[config.mk]
export PLATFORM = sky130hd
export DESIGN_NAME = fpu_op_sequencer
export DESIGN_NICKNAME = d
export VERILOG_FILES = /design/src/rtl/fpu_pkg.sv /design/src/rtl/fpu_cmd_fifo.sv /design/src/rtl/fpu_op_sequencer.sv
export SDC_FILE = /design/constraint.sdc
export NUM_CORES = 1
export LEC_CHECK = 0
export CAP_MARGIN = 20
export CORE_MARGIN = 2
export CORE_UTILIZATION = 56
export CTS_BUF_LIST = sky130_fd_sc_hd__clkbuf_4
export DETAILED_ROUTE_END_ITERATION = 8
export GPL_ROUTABILITY_DRIVEN = 1
export GPL_TIMING_DRIVEN = 0
export PLACE_DENSITY_LB_ADDON = 0.25
export SLEW_MARGIN = 40
export SYNTH_ARGS = -nofsm -noshare
export SYNTH_HDL_FRONTEND = slang
export SYNTH_SLANG_ARGS = --single-unit
[constraint.sdc]
create_clock -name clk -period 3.6 [get_ports clk]
set_clock_uncertainty 0.15 [all_clocks]
set_input_delay 1.08 -clock clk [delete_from_list [all_inputs] [get_ports clk]]
set_output_delay 1.08 -clock clk [all_outputs]
set_load 0.01 [all_outputs]
[src/rtl/fpu_pkg.sv]
// Shared types for the FPU command sequencer: FSM states, the queued job record
// and the canned result returned when the core hangs.
package fpu_pkg;

    typedef enum logic [1:0] {
        StIdle,
        StExec,
        StResp
    } seq_state_t;

    localparam logic [31:0] FpuQnan = 32'h7FC0_0000;

    typedef struct packed {
        logic [31:0] op1;
        logic [31:0] op2;
        logic [2:0]  sel;
    } fpu_cmd_t;

endpackage

[src/rtl/fpu_cmd_fifo.sv]
// Synchronous FIFO of FPU jobs. Push is refused when full even if a pop happens
// in the same cycle; there is no bypass from push to pop.
module fpu_cmd_fifo
    import fpu_pkg::*;
#(
    parameter int unsigned Depth = 4
) (
    input  logic                   clk,
    input  logic                   rst,
    input  logic                   push,
    input  fpu_cmd_t               push_data,
    input  logic                   pop,
    output fpu_cmd_t               pop_data,
    output logic                   full,
    output logic                   empty,
    output logic [$clog2(Depth):0] count
);

    localparam int unsigned PtrW = $clog2(Depth);
    localparam int unsigned CntW = PtrW + 1;

    fpu_cmd_t            mem_q [Depth];
    logic [PtrW-1:0]     wr_ptr_q;
    logic [PtrW-1:0]     rd_ptr_q;
    logic [CntW-1:0]     count_q;
    logic                do_push;
    logic                do_pop;

    assign full     = (count_q == CntW'(Depth));
    assign empty    = (count_q == '0);
    assign count    = count_q;
    assign pop_data = mem_q[rd_ptr_q];
    assign do_push  = push & ~full;
    assign do_pop   = pop & ~empty;

    // Depth is a power of two, so pointer overflow is the modulo wrap.
    always_ff @(posedge clk) begin
        if (rst) begin
            wr_ptr_q <= '0;
            rd_ptr_q <= '0;
            count_q  <= '0;
        end else begin
            if (do_push) wr_ptr_q <= wr_ptr_q + PtrW'(1);
            if (do_pop)  rd_ptr_q <= rd_ptr_q + PtrW'(1);
            if (do_push && !do_pop) begin
                count_q <= count_q + CntW'(1);
            end else if (!do_push && do_pop) begin
                count_q <= count_q - CntW'(1);
            end
        end
    end

    always_ff @(posedge clk) begin
        if (do_push) mem_q[wr_ptr_q] <= push_data;
    end

endmodule

[src/rtl/fpu_op_sequencer.sv]
// Queues FPU jobs and issues them one at a time to the core, holding operands until
// data_valid (or a watchdog expiry) and returning each result on a valid/ready port.
module fpu_op_sequencer
    import fpu_pkg::*;
#(
    parameter int unsigned Depth   = 4,
    parameter int unsigned Timeout = 255
) (
    input  logic                   clk,
    input  logic                   rst,
    input  logic                   cmd_valid,
    output logic                   cmd_ready,
    input  logic [31:0]            cmd_op1,
    input  logic [31:0]            cmd_op2,
    input  logic [2:0]             cmd_sel,
    output logic [31:0]            fpu_op1,
    output logic [31:0]            fpu_op2,
    output logic [2:0]             fpu_sel,
    output logic                   fpu_enable,
    input  logic [31:0]            fpu_result,
    input  logic                   fpu_data_valid,
    output logic                   res_valid,
    input  logic                   res_ready,
    output logic [31:0]            res_data,
    output logic                   res_err,
    output logic                   busy,
    output logic [$clog2(Depth):0] cmd_count
);

    localparam logic [15:0] TimeoutW = 16'(Timeout);

    seq_state_t  state_q, state_d;
    fpu_cmd_t    cmd_q, cmd_d;
    fpu_cmd_t    fifo_head;
    logic [15:0] wd_q, wd_d;
    logic        enable_q, enable_d;
    logic        res_valid_q, res_valid_d;
    logic [31:0] res_data_q, res_data_d;
    logic        res_err_q, res_err_d;
    logic        pop;
    logic        fifo_full;
    logic        fifo_empty;

    fpu_cmd_fifo #(
        .Depth(Depth)
    ) u_fifo (
        .clk      (clk),
        .rst      (rst),
        .push     (cmd_valid),
        .push_data('{op1: cmd_op1, op2: cmd_op2, sel: cmd_sel}),
        .pop      (pop),
        .pop_data (fifo_head),
        .full     (fifo_full),
        .empty    (fifo_empty),
        .count    (cmd_count)
    );

    assign cmd_ready  = ~fifo_full;
    assign fpu_op1    = cmd_q.op1;
    assign fpu_op2    = cmd_q.op2;
    assign fpu_sel    = cmd_q.sel;
    assign fpu_enable = enable_q;
    assign res_valid  = res_valid_q;
    assign res_data   = res_data_q;
    assign res_err    = res_err_q;
    assign busy       = ~fifo_empty | (state_q != StIdle);

    always_comb begin
        state_d     = state_q;
        cmd_d       = cmd_q;
        wd_d        = wd_q;
        res_valid_d = res_valid_q;
        res_data_d  = res_data_q;
        res_err_d   = res_err_q;
        pop         = 1'b0;
        unique case (state_q)
            StIdle: begin
                if (!fifo_empty) begin
                    pop     = 1'b1;
                    cmd_d   = fifo_head;
                    wd_d    = '0;
                    state_d = StExec;
                end
            end
            StExec: begin
                wd_d = wd_q + 16'd1;
                // A result arriving on the expiry cycle still wins over the timeout.
                if (fpu_data_valid) begin
                    res_data_d  = fpu_result;
                    res_err_d   = 1'b0;
                    res_valid_d = 1'b1;
                    state_d     = StResp;
                end else if (wd_d == TimeoutW) begin
                    res_data_d  = FpuQnan;
                    res_err_d   = 1'b1;
                    res_valid_d = 1'b1;
                    state_d     = StResp;
                end
            end
            StResp: begin
                if (res_ready) begin
                    res_valid_d = 1'b0;
                    state_d     = StIdle;
                end
            end
            default: state_d = StIdle;
        endcase
        // Registered request: rises one cycle into EXEC, drops on the exit edge.
        enable_d = (state_q == StExec) && (state_d == StExec);
    end

    always_ff @(posedge clk) begin
        if (rst) begin
            state_q     <= StIdle;
            cmd_q       <= '0;
            wd_q        <= '0;
            enable_q    <= 1'b0;
            res_valid_q <= 1'b0;
            res_data_q  <= '0;
            res_err_q   <= 1'b0;
        end else begin
            state_q     <= state_d;
            cmd_q       <= cmd_d;
            wd_q        <= wd_d;
            enable_q    <= enable_d;
            res_valid_q <= res_valid_d;
            res_data_q  <= res_data_d;
            res_err_q   <= res_err_d;
        end
    end

endmodule

==> metrics.md <==
| Metric | Value |
|---|---|
| Syn avg cell area | 15.5 sq um |
| IR Drop Worst-Case VDD | 0.417 mV |
| Iter 0 DRT Violations | 597 |
| Arrival @ worst endpoint | 2.05 ns |
| Die ar. | 27500 sq um |
| DRC | 0 |
| Sequential Area | 10600 sq um |
| Core area | 25800 sq um |
| H-tree levels | 3 |
| Clk Latency, worst-skew pair | 0.72 ns |
| TritonCTS clock tree | yes |
| PortBufs | 209 |
| Longest Clk Path Bufs | 3 |
| Max-slew violations | 0 |
| Postcts setup bufs | 0 |
| Final period util | 91.0% |
| Via count | 9149 |
| FMAX | 0.305 GHz |
| Global-route wire length before repair | 50.6 mm |
| Initial antenna violation count | 2 |
| Post-synth top area share | 54.9% |
| Num Clock Sinks | 395 |
| Worst setup path class | flop to output port |
| CP endpoint kind | output port |
| Most frequent cells in the layout | 268 x edfxtp_1, 209 x clkdlybuf4s50_1, 157 x clkbuf_4, 148 x nand2_1, 127 x dfxtp_1 |
| Top_reg_cell synth | edfxtp_1 |
| Crit-path max FO | 6 |
| GR Util All Layers | 23.6% |
| Register area share after synthesis | 72.3% |
| Final hold violations | 0 |
| Leak pwr | 6.38 nW |
| Routed Antenna Nets | 0 |
| Layout cell share with drive strength beyond 1 | 20.3% |
| Status | complete, no violations |
| Starting density of the core | 56.7% |
| Post-Place Cell Area | 17300 sq um |
| Pin slew with the least headroom to its limit | 0.731 ns |
| Synth area leader | edfxtp_1 |
| Place WS | 0.0726 ns |
| Cell area after synthesis | 14600 sq um |
| WL per Instance | 19.1 um |
| Largest net degree at the start of global routing | 37 |
| Library cells used by synthesis | 52 |
| Fin crit period | 3.28 ns |
| Final Setup Violations | 0 |
| Worst hold slack | 0.303 ns |
| P&R area growth vs syn | 27.4% |
| Core Rows | 59 |
| EDFF count, synth | 268 |
| Commonest non-fill, non-tap cell in the layout | edfxtp_1 |
| Final HPWL DP | 20.8 mm |
| RSZ-0062 raised after global routing | false |
| Vias in the first global route | 9564 |
| Root Driver | clkbuf_4 |
| Clk pin slew, worst setup/hold paths | 0.06 ns |
| Element type at the critical path start | flop |
| WP data required | 2.37 ns |
| Cells after Synth | 947 |
| Max cap viols | 0 |
| Routability congestion estimate | 0.839 |
| DR vias/cell | 5.44 |
| Post-synth ARST share | 0% |
| Synth Register Bits | 395 |
| Total Routed Length | 32.1 mm |
| Area of the multi-input gates | 3760 sq um |
| Post-route cell area | 18700 sq um |
| CTS Hold Bufs | 0 |
| P per Cell Area | 720 nW/um^2 |
| CTS buffer count | 97 |
| Fillcell total | 1736 |
| Yosys warning count | 0 |
| Final core occ | 72.2% |
| DR pass1 iterations | 5 |
| Die X | 166 um |
| Mapped Nets | 1059 |
| Setup ws final | 0.322 ns |
| Pwr Total | 13.4 mW |
| Die height | 166 um |
| Synth area leaders | edfxtp_1 55%, dfxtp_1 17%, mux4_2 10% |
| Max_slew headroom | 51.2% |
| IO Pins | 211 |
| Type of the tightest min-delay check | flop to flop |
| Final nets | 1374 |
| Grt ovf | 0 |
critical path, cell delays in order (launching register included):
cell	delay (ns)
dfxtp_1	0.45
nor2_1	0.08
nand2_1	0.21
clkdlybuf4s50_1	0.60
layout make-up:
cell class	instances	share of cell area [%]
clock buffers	157	6.32
inverters	17	0.342
multi-input cells	478	20.2
repair buffers	217	12.0
clock inverters	26	0.805
well taps	335	2.25
flip-flops and latches	395	56.7
plain buffers	56	1.37
diodes	1	0.0134
synth_stat cells (2+ instances only):
library cell / number
edfxtp_1: 268
nand2_1: 148
dfxtp_1: 127
a21oi_1: 94
mux4_2: 67
clkbuf_1: 43
nor2_1: 34
a22o_1: 23
o21ai_0: 21
inv_1: 16
nand3_1: 10
and3_1: 8
nor3_1: 8
ha_1: 7
a311oi_1: 6
buf_2: 6
xnor2_1: 6
or3_1: 5
a31oi_1: 4
buf_6: 4
and2_1: 3
buf_1: 3
xor2_1: 3
a22oi_1: 2
mux2i_1: 2
nor3_2: 2
o22ai_1: 2
worst paths after layout:
kind | slack (ns) | cells after the start | end | start
worst max-delay path | 0.32 | 3 | cmd_ready | u_fifo.count[0]
worst min-delay path | 0.30 | 2 | fpu_op1[13] | fpu_op1[13]
worst max register to register | 0.64 | 10 | u_fifo.count[2] | u_fifo.count[0]
worst min register to register | 0.30 | 2 | fpu_op1[13] | fpu_op1[13]
layer usage:
layer | track usage [%] | up-vias | wire (um)
met5 | 0 | - | 13
li1 | - | 4296 | -
met4 | 9.22 | 2 | 653
met1 | 29.6 | 4458 | 13000
met2 | 39.6 | 344 | 16100
met3 | 6.24 | 49 | 2260
stage by stage:
stage / TNS (ns) / cells
finish: 0 / 1682
global route: 0 / 1682
CTS: 0 / 1682
detailed placement: 0 / 1499
global placement: -391.23 / 1491
floorplan: 0 / 947
state kept, by name, indices dropped and copies added (netlist names):
name	flops
fpu_enable	1
fpu_op1	32
fpu_op2	32
fpu_sel	3
res_data	32
res_err	1
res_valid	1
state_q	2
u_fifo.count	3
u_fifo.mem_q	268
u_fifo.rd_ptr_q	2
u_fifo.wr_ptr_q	2
wd_q	16
repair_timing:
action,in CTS,in global routing
endpoints found under the setup margin,0,1
endpoints found under the hold margin,0,0
resized for setup,0,0
logic make-up (layout without fill, tap and decap cells):
group           Yosys count  count (layout)  share of synthesized area, %
compound gates          160             160                          6.75
xor+xnor                  9               9                         0.538
fa+ha+maj                 8               8                         0.735
buf+inv                  74             473                          2.18
flops                   395             395                          72.3
mux                      69              69                          10.4
other cells               0               1                             0
simple gates            232             232                          7.07
where the power goes:
part           internal, mW  switching [mW]
Clock                  2.06            1.73
Sequential             5.56           0.308
Combinational          1.74            2.03
(Power assumes the default switching activity.)
